<file path="config.mk">
export PLATFORM = sky130hd
export DESIGN_NAME = instruction_fetch
export DESIGN_NICKNAME = d
export VERILOG_FILES = /design/src/rtl/instruction_fetch.sv
export SDC_FILE = /design/constraint.sdc
export NUM_CORES = 1
export LEC_CHECK = 0
export CORE_ASPECT_RATIO = 1.2
export CORE_MARGIN = 8
export CORE_UTILIZATION = 48
export CTS_CLUSTER_DIAMETER = 150
export CTS_CLUSTER_SIZE = 40
export DETAILED_ROUTE_END_ITERATION = 6
export PLACE_DENSITY = 0.81
export SETUP_SLACK_MARGIN = 0.5
export SYNTH_ARGS = -nofsm -noshare
export SYNTH_HDL_FRONTEND = slang
export SYNTH_SLANG_ARGS = --single-unit
</file>
<file path="constraint.sdc">
create_clock -name clk -period 5.4 [get_ports clk]
set_clock_uncertainty 0.15 [all_clocks]
set_input_delay 1.62 -clock clk [delete_from_list [all_inputs] [get_ports clk]]
set_output_delay 1.62 -clock clk [all_outputs]
set_load 0.05 [all_outputs]
</file>
<file path="src/rtl/instruction_fetch.sv">
// Fetch stage: PC register drives instruction memory; {pc, instr} pairs are buffered for decode.
// Latency: one cycle from fetch edge to out_valid; redirect flushes and restarts; out_ready=0 stalls fetch at DEPTH.

module fetch_fifo #(
    parameter int W     = 40,
    parameter int DEPTH = 2,
    parameter int AW    = (DEPTH > 1) ? $clog2(DEPTH) : 1,
    parameter int CW    = $clog2(DEPTH + 1)
) (
    input  logic          clk,
    input  logic          rst_n,
    input  logic          flush,
    input  logic          push,
    input  logic          pop,
    input  logic [W-1:0]  wdat,
    output logic [W-1:0]  rdat,
    output logic [CW-1:0] count
);
    logic [W-1:0]  mem [DEPTH];
    logic [AW-1:0] wr_ptr;
    logic [AW-1:0] rd_ptr;

    always_ff @(posedge clk) begin
        if (push) begin
            mem[wr_ptr] <= wdat;
        end
    end

    // DEPTH is a power of two, so pointer overflow is the modulo wrap
    always_ff @(posedge clk or negedge rst_n) begin
        if (!rst_n) begin
            wr_ptr <= '0;
            rd_ptr <= '0;
            count  <= '0;
        end else if (flush) begin
            wr_ptr <= '0;
            rd_ptr <= '0;
            count  <= '0;
        end else begin
            if (push) wr_ptr <= wr_ptr + AW'(1);
            if (pop)  rd_ptr <= rd_ptr + AW'(1);
            count <= count + CW'(push) - CW'(pop);
        end
    end

    assign rdat = mem[rd_ptr];
endmodule

module instruction_fetch #(
    parameter int          N        = 8,
    parameter logic [N-1:0] RESET_PC = '0,
    parameter int          DEPTH    = 2
) (
    input  logic         clk,
    input  logic         rst_n,
    output logic [N-1:0] imem_addr,
    input  logic [31:0]  imem_rd,
    input  logic         redirect_valid,
    input  logic [N-1:0] redirect_pc,
    output logic         out_valid,
    input  logic         out_ready,
    output logic [31:0]  out_instr,
    output logic [N-1:0] out_pc
);
    localparam int CW = $clog2(DEPTH + 1);

    typedef struct packed {
        logic [N-1:0] pc;
        logic [31:0]  instr;
    } entry_t;

    logic [N-1:0]  fetch_pc;
    logic [N-1:0]  redirect_base;
    logic [CW-1:0] count;
    logic          push;
    logic          pop;
    entry_t        wr_entry;
    entry_t        head;

    assign redirect_base = redirect_pc & ~N'(3);
    assign out_valid     = (count != '0) & !redirect_valid;
    assign pop           = out_valid & out_ready;
    // A pop frees a slot this edge, so a full buffer keeps streaming
    assign push          = !redirect_valid & ((count < CW'(DEPTH)) | pop);
    assign wr_entry      = '{pc: fetch_pc, instr: imem_rd};
    assign imem_addr     = fetch_pc;

    always_ff @(posedge clk or negedge rst_n) begin
        if (!rst_n) begin
            fetch_pc <= RESET_PC;
        end else if (redirect_valid) begin
            fetch_pc <= redirect_base;
        end else if (push) begin
            fetch_pc <= fetch_pc + N'(4);
        end
    end

    fetch_fifo #(
        .W     ($bits(entry_t)),
        .DEPTH (DEPTH)
    ) u_fifo (
        .clk   (clk),
        .rst_n (rst_n),
        .flush (redirect_valid),
        .push  (push),
        .pop   (pop),
        .wdat  (wr_entry),
        .rdat  (head),
        .count (count)
    );

    assign out_instr = out_valid ? head.instr : 32'h0000_0013;
    assign out_pc    = out_valid ? head.pc : '0;
endmodule
</file>
; ---- Word-level counts from Yosys, hierarchy flattened
; Memories as Yosys holds them, arrays and structs flattened.
; Cells that the tools add are included.
[totals]
reg_bits = 12
mem_bits_rw = 80
out_inout_bits = 49
elab_cells = 30
mem_count = 1
[classes]
add_sub_neg = 5
order_cmp = 1
n_mux = 11
bitwise = 4
reduce_logical = 4
[mem_list]
columns = memory, words, word_bits, read_ports, rd_ports_with_merged_regs, wr, line_no
row1 = u_fifo.mem, 2, 40, 1, 0, 1, 19  ; logic [W-1:0] mem [DEPTH];
[op_table]
columns = op, count
row1 = 2-to-1 mux 32 bit, 1
row2 = 2-to-1 mux 8 bit, 3
row3 = "adder 8 x 3 -> 8 bit, second input constant", 1
row4 = 2-to-1 mux 1 bit, 6
row5 = nonzero test 2 bit, 3
row6 = bitwise AND 1 bit, 3
row7 = "adder 1 bit, second input constant", 2
row8 = adder 2 x 1 -> 2 bit, 1
row9 = "less-than comparator 2 bit, second input constant", 1
row10 = 2-to-1 mux 2 bit, 1
row11 = subtractor 2 x 1 -> 2 bit, 1
row12 = zero test 1 bit, 1
row13 = OR 1 bit, 1

; ---- Longest topological paths before layout
[logic_depth]
ltp_word = 8
mapped_depth = 9

; ---- Cells and area by module
; Synthesis repeated with hierarchy kept, for this count alone.
[hier_totals]
cells_unflattened = 232
area_unflattened_um2 = 3957.5
[by_module_without_submodules]
columns = mod, instances, cells_per_inst, area_per_inst_um2
row1 = fetch_fifo, 1, 142, 3290.7
row2 = instruction_fetch, 1, 90, 666.9

; ---- Worst setup path before layout
; Ideal clock, no wire load.
[synth_path]
kind = input to register
startpoint = input port redirect_valid
endpoint = memory u_fifo.mem[0][0], enable pin
setup_time_ns = 0.481
t_arrival_ns = 4.469
t_required_ns = 4.769
slack_ns = 0.301
cell_stages = 2
n_path_buf = 1
cell_sequence = clkbuf_1 > nor3_1
[synth_via]
elab_chain_len = 7
[synth_lines]
columns = item, line_no
row1 = start: declaration, 58  ; input logic redirect_valid,
row2 = zero test 1 bit *, "81, 84"
row3 = bitwise AND 1 bit, 81  ; assign out_valid = (count != '0) & !redirect_valid;
row4 = bitwise AND 1 bit, 82  ; assign pop = out_valid & out_ready;
row5 = OR 1 bit, 84  ; assign push = !redirect_valid & ((count < CW'(DEPTH)) | pop);
row6 = bitwise AND 1 bit *, 84
row7 = 2-to-1 mux 1 bit *, 24  ; if (push) begin
row8 = 2-to-1 mux 1 bit (implied by the code) *, 25  ; mem[wr_ptr] <= wdat;
row9 = end: declaration, 19
; Mark *: on every way between the ends. The rest lies on a longest branch, timed or not.

; ---- Final worst setup path
[layout_path]
startpoint = input port redirect_valid
endpoint = output port out_instr[10]
[layout_via]
elab_chain_len = 3
[layout_lines]
columns = item, line_no
row1 = zero test 1 bit, 81
row2 = bitwise AND 1 bit, 81
row3 = 2-to-1 mux 32 bit, 112  ; assign out_instr = out_valid ? head.instr : 32'h0000_0013;
row4 = end: declaration, 62  ; output logic [31:0] out_instr,
; No other way between the ends.

==> reports/qor.csv <==
metric;value;unit
GRT met1 Usage;15.1;%
P per Cell Area;467;nW/um^2
Total Power;2.33;mW
Antenna Nets Post-Route;0;
Post-Route Setup TNS;0;ns
fraction of layout cells with a size suffix above 1;19.6;%
Total GRT Usage;14.1;%
kind of critical path;input pin to output pin;
root buffer cell;clkbuf_8;
Vias/cell;5.05;
YS warnings;0;
Mapped Area;3450;um^2
CORE AREA;7100;um^2
Placement Setup Slack;0.488;ns
Die Height;109;um
Leakage;1.79;nW
library cells used by synthesis;28;
worst-path cell chain;clkdlybuf4s50_1, inv_4, o21ai_4, buf_4, nor2_1, buf_12;
Max Fclk;210;MHz
minimum clock period;4.77;ns
Hold Crit Class;flop to flop;
GR Layer Usage met3;4.41;%
Area after DPL;4780;um^2
Yosys reg bits;86;
number of synthesized flops with an enable pin;76;
diodes inserted;0;
DRC Markers;0;
Starting Density;48.5;%
Post-synth top flop;edfxtp_1;
initial DRC count;67;
Area Overhead vs Synth;44.6;%
Tcrit/Tclk final;88.3;%
Max Cap Violations;0;
clock tree buffer depth;2;
DR vias;2074;
most numerous cell in the Yosys netlist;edfxtp_1;
CP max-delay cell;clkdlybuf4s50_1;
routed wire length;6970;um
IO Port Bufs;86;
num rows;34;
RSZ-0062 raised after global routing;false;
synth top area cells;edfxtp_1 (66%), mux2i_1 (11%), dfrtp_1 (7.3%);
CTS buffer count;9;
dpl hpwl;4870;um
Seq/Total Area, Yosys;73.4;%
vias in the first global route;2160;
Synth Instances;227;
Post-CTS Repair Setup Buffers;0;
largest net degree at the start of global routing;40;
Critical Path End Type;output pin;
Relative slew margins;23.8;%
number of antenna violations at the first check in global routing;0;
Hold-fix buffers, CTS;0;
clk_lat worst skew;0.34;ns
data arrival time of the critical path;3.00;ns
Slew @ Worst Pin;1.14;ns
Final nets;363;
Worst-path clk slew;0.08;ns
CP max FO;14;
CP Data Required Time;3.63;ns
synth cell count leaders;edfxtp_1 (76), nor2_1 (42), mux2i_1 (39);
RePlAce Congestion;0.833;
Fin. Hold Viols;0;
gr busiest metal;met2;
Syn Area/Cell;15.2;um^2
status;finished, final reports clean;
IO Count;93;
Top delay family on crit path;buffers and inverters;
Slew Viols, Final;0;
CTS Sinks;86;
share of the synthesized area in the top cell type;66.2;%
cell taking the most area after synthesis;edfxtp_1;
# H-tree levels;3;
WHS;0.422;ns
Worst path max stage delay;0.46;ns
routed length per placed instance;16.9;um
grt met2 use;25.2;%
GRT overflow;0;
DIE AREA;10200;um^2
Design Area, Final;4980;um^2
Final WS setup;0.632;ns
asr flop ratio synth;11.6;%
CTS tree;built;
Setup violations, final;0;
Buf/Inv on CP;4;
Startpoint Class;input pin;
Max VDD drop;0.272;mV
DIE WIDTH;93.4;um
DRT Pass-1 Iters;4;
first-pass GRT wire length;10900;um
==> kinds of logic (layout without fill, tap and decap cells) <==
group	count (synthesis)	in the layout	synth area share, %
AOI/OAI and AO/OA	12	13	2.21
other	1	4	0.109
and+or+nand+nor	60	60	7.33
adders and majority gates	3	3	1.09
muxes	40	40	11.6
xor gates and xnor gates	4	4	1.02
buffers and inverters	21	111	3.16
DFF	86	86	73.4
==> cells in the final DEF (no fill, tap or decap), drive strengths merged, types with 2 or more instances in the layout <==
cell type      count
edfxtp            76
clkdlybuf4s50     47
nor2              42
buf               42
mux2i             39
clkbuf            12
dfrtp             10
nand2              7
inv                6
o21ai              5
a31oi              4
conb               4
xnor2              3
o31ai              3
or4                3
ha                 3
nor2b              2
nand3              2
clkinv             2
==> stage by stage <==
stage	util (%)	cells
floorplan	-	230
global placement	67.3	394
detailed placement	67.3	394
CTS	70.1	411
global route	70.2	411
finish	70.2	411
==> sequential cells by signal, indices dropped and copies added, names as in the netlist <==
| register | flops |
|---|---|
| u_fifo.rd_ptr | 1 |
| u_fifo.count | 2 |
| u_fifo.mem | 76 |
| u_fifo.wr_ptr | 1 |
| imem_addr | 6 |
==> power by group <==
part	switching, mW	leakage (nW)	internal (mW)	total (mW)
clock network	0.209	0.0964	0.225	0.434
logic	0.530	0.860	0.422	0.952
registers	0.0936	0.830	0.847	0.940
==> layout make-up <==
| class | count | area, um^2 |
|---|---|---|
| repair buffers | 89 | 1270 |
| clock inverters | 4 | 47.5 |
| flip-flops and latches | 86 | 2530 |
| inverters | 6 | 25.0 |
| fillers | 493 | 2120 |
| well taps | 90 | 113 |
| clock buffers | 12 | 145 |
| multi-input cells | 124 | 847 |
==> final timing paths <==
check	startpoint	end	slack, ns	depth (start not counted)
setup / recovery	redirect_valid	out_instr[10]	0.63	6
hold / removal	imem_addr[3]	u_fifo.mem[0][35]	0.42	0
setup reg to reg	u_fifo.count[1]	u_fifo.count[0]	3.12	7
hold reg to reg	imem_addr[3]	u_fifo.mem[0][35]	0.42	0
max in group asynchronous	rst_n	u_fifo.rd_ptr	3.31	1
min in group asynchronous	rst_n	u_fifo.count[0]	1.45	1
==> per-layer routing <==
| metal | part of all wire (%) | vias up |
|---|---|---|
| li1 | - | 994 |
| met1 | 37 | 988 |
| met2 | 54 | 79 |
| met3 | 7.3 | 13 |
| met4 | 2.0 | 0 |
| met5 | 0 | - |
==> timing repair <==
item                                    4_1_cts  5_1_grt
gates cloned                                  1        0
endpoints found under the setup margin        1        4
gates resized for setup                       0        1
No activity file was read; power rests on OpenSTA's default activity.
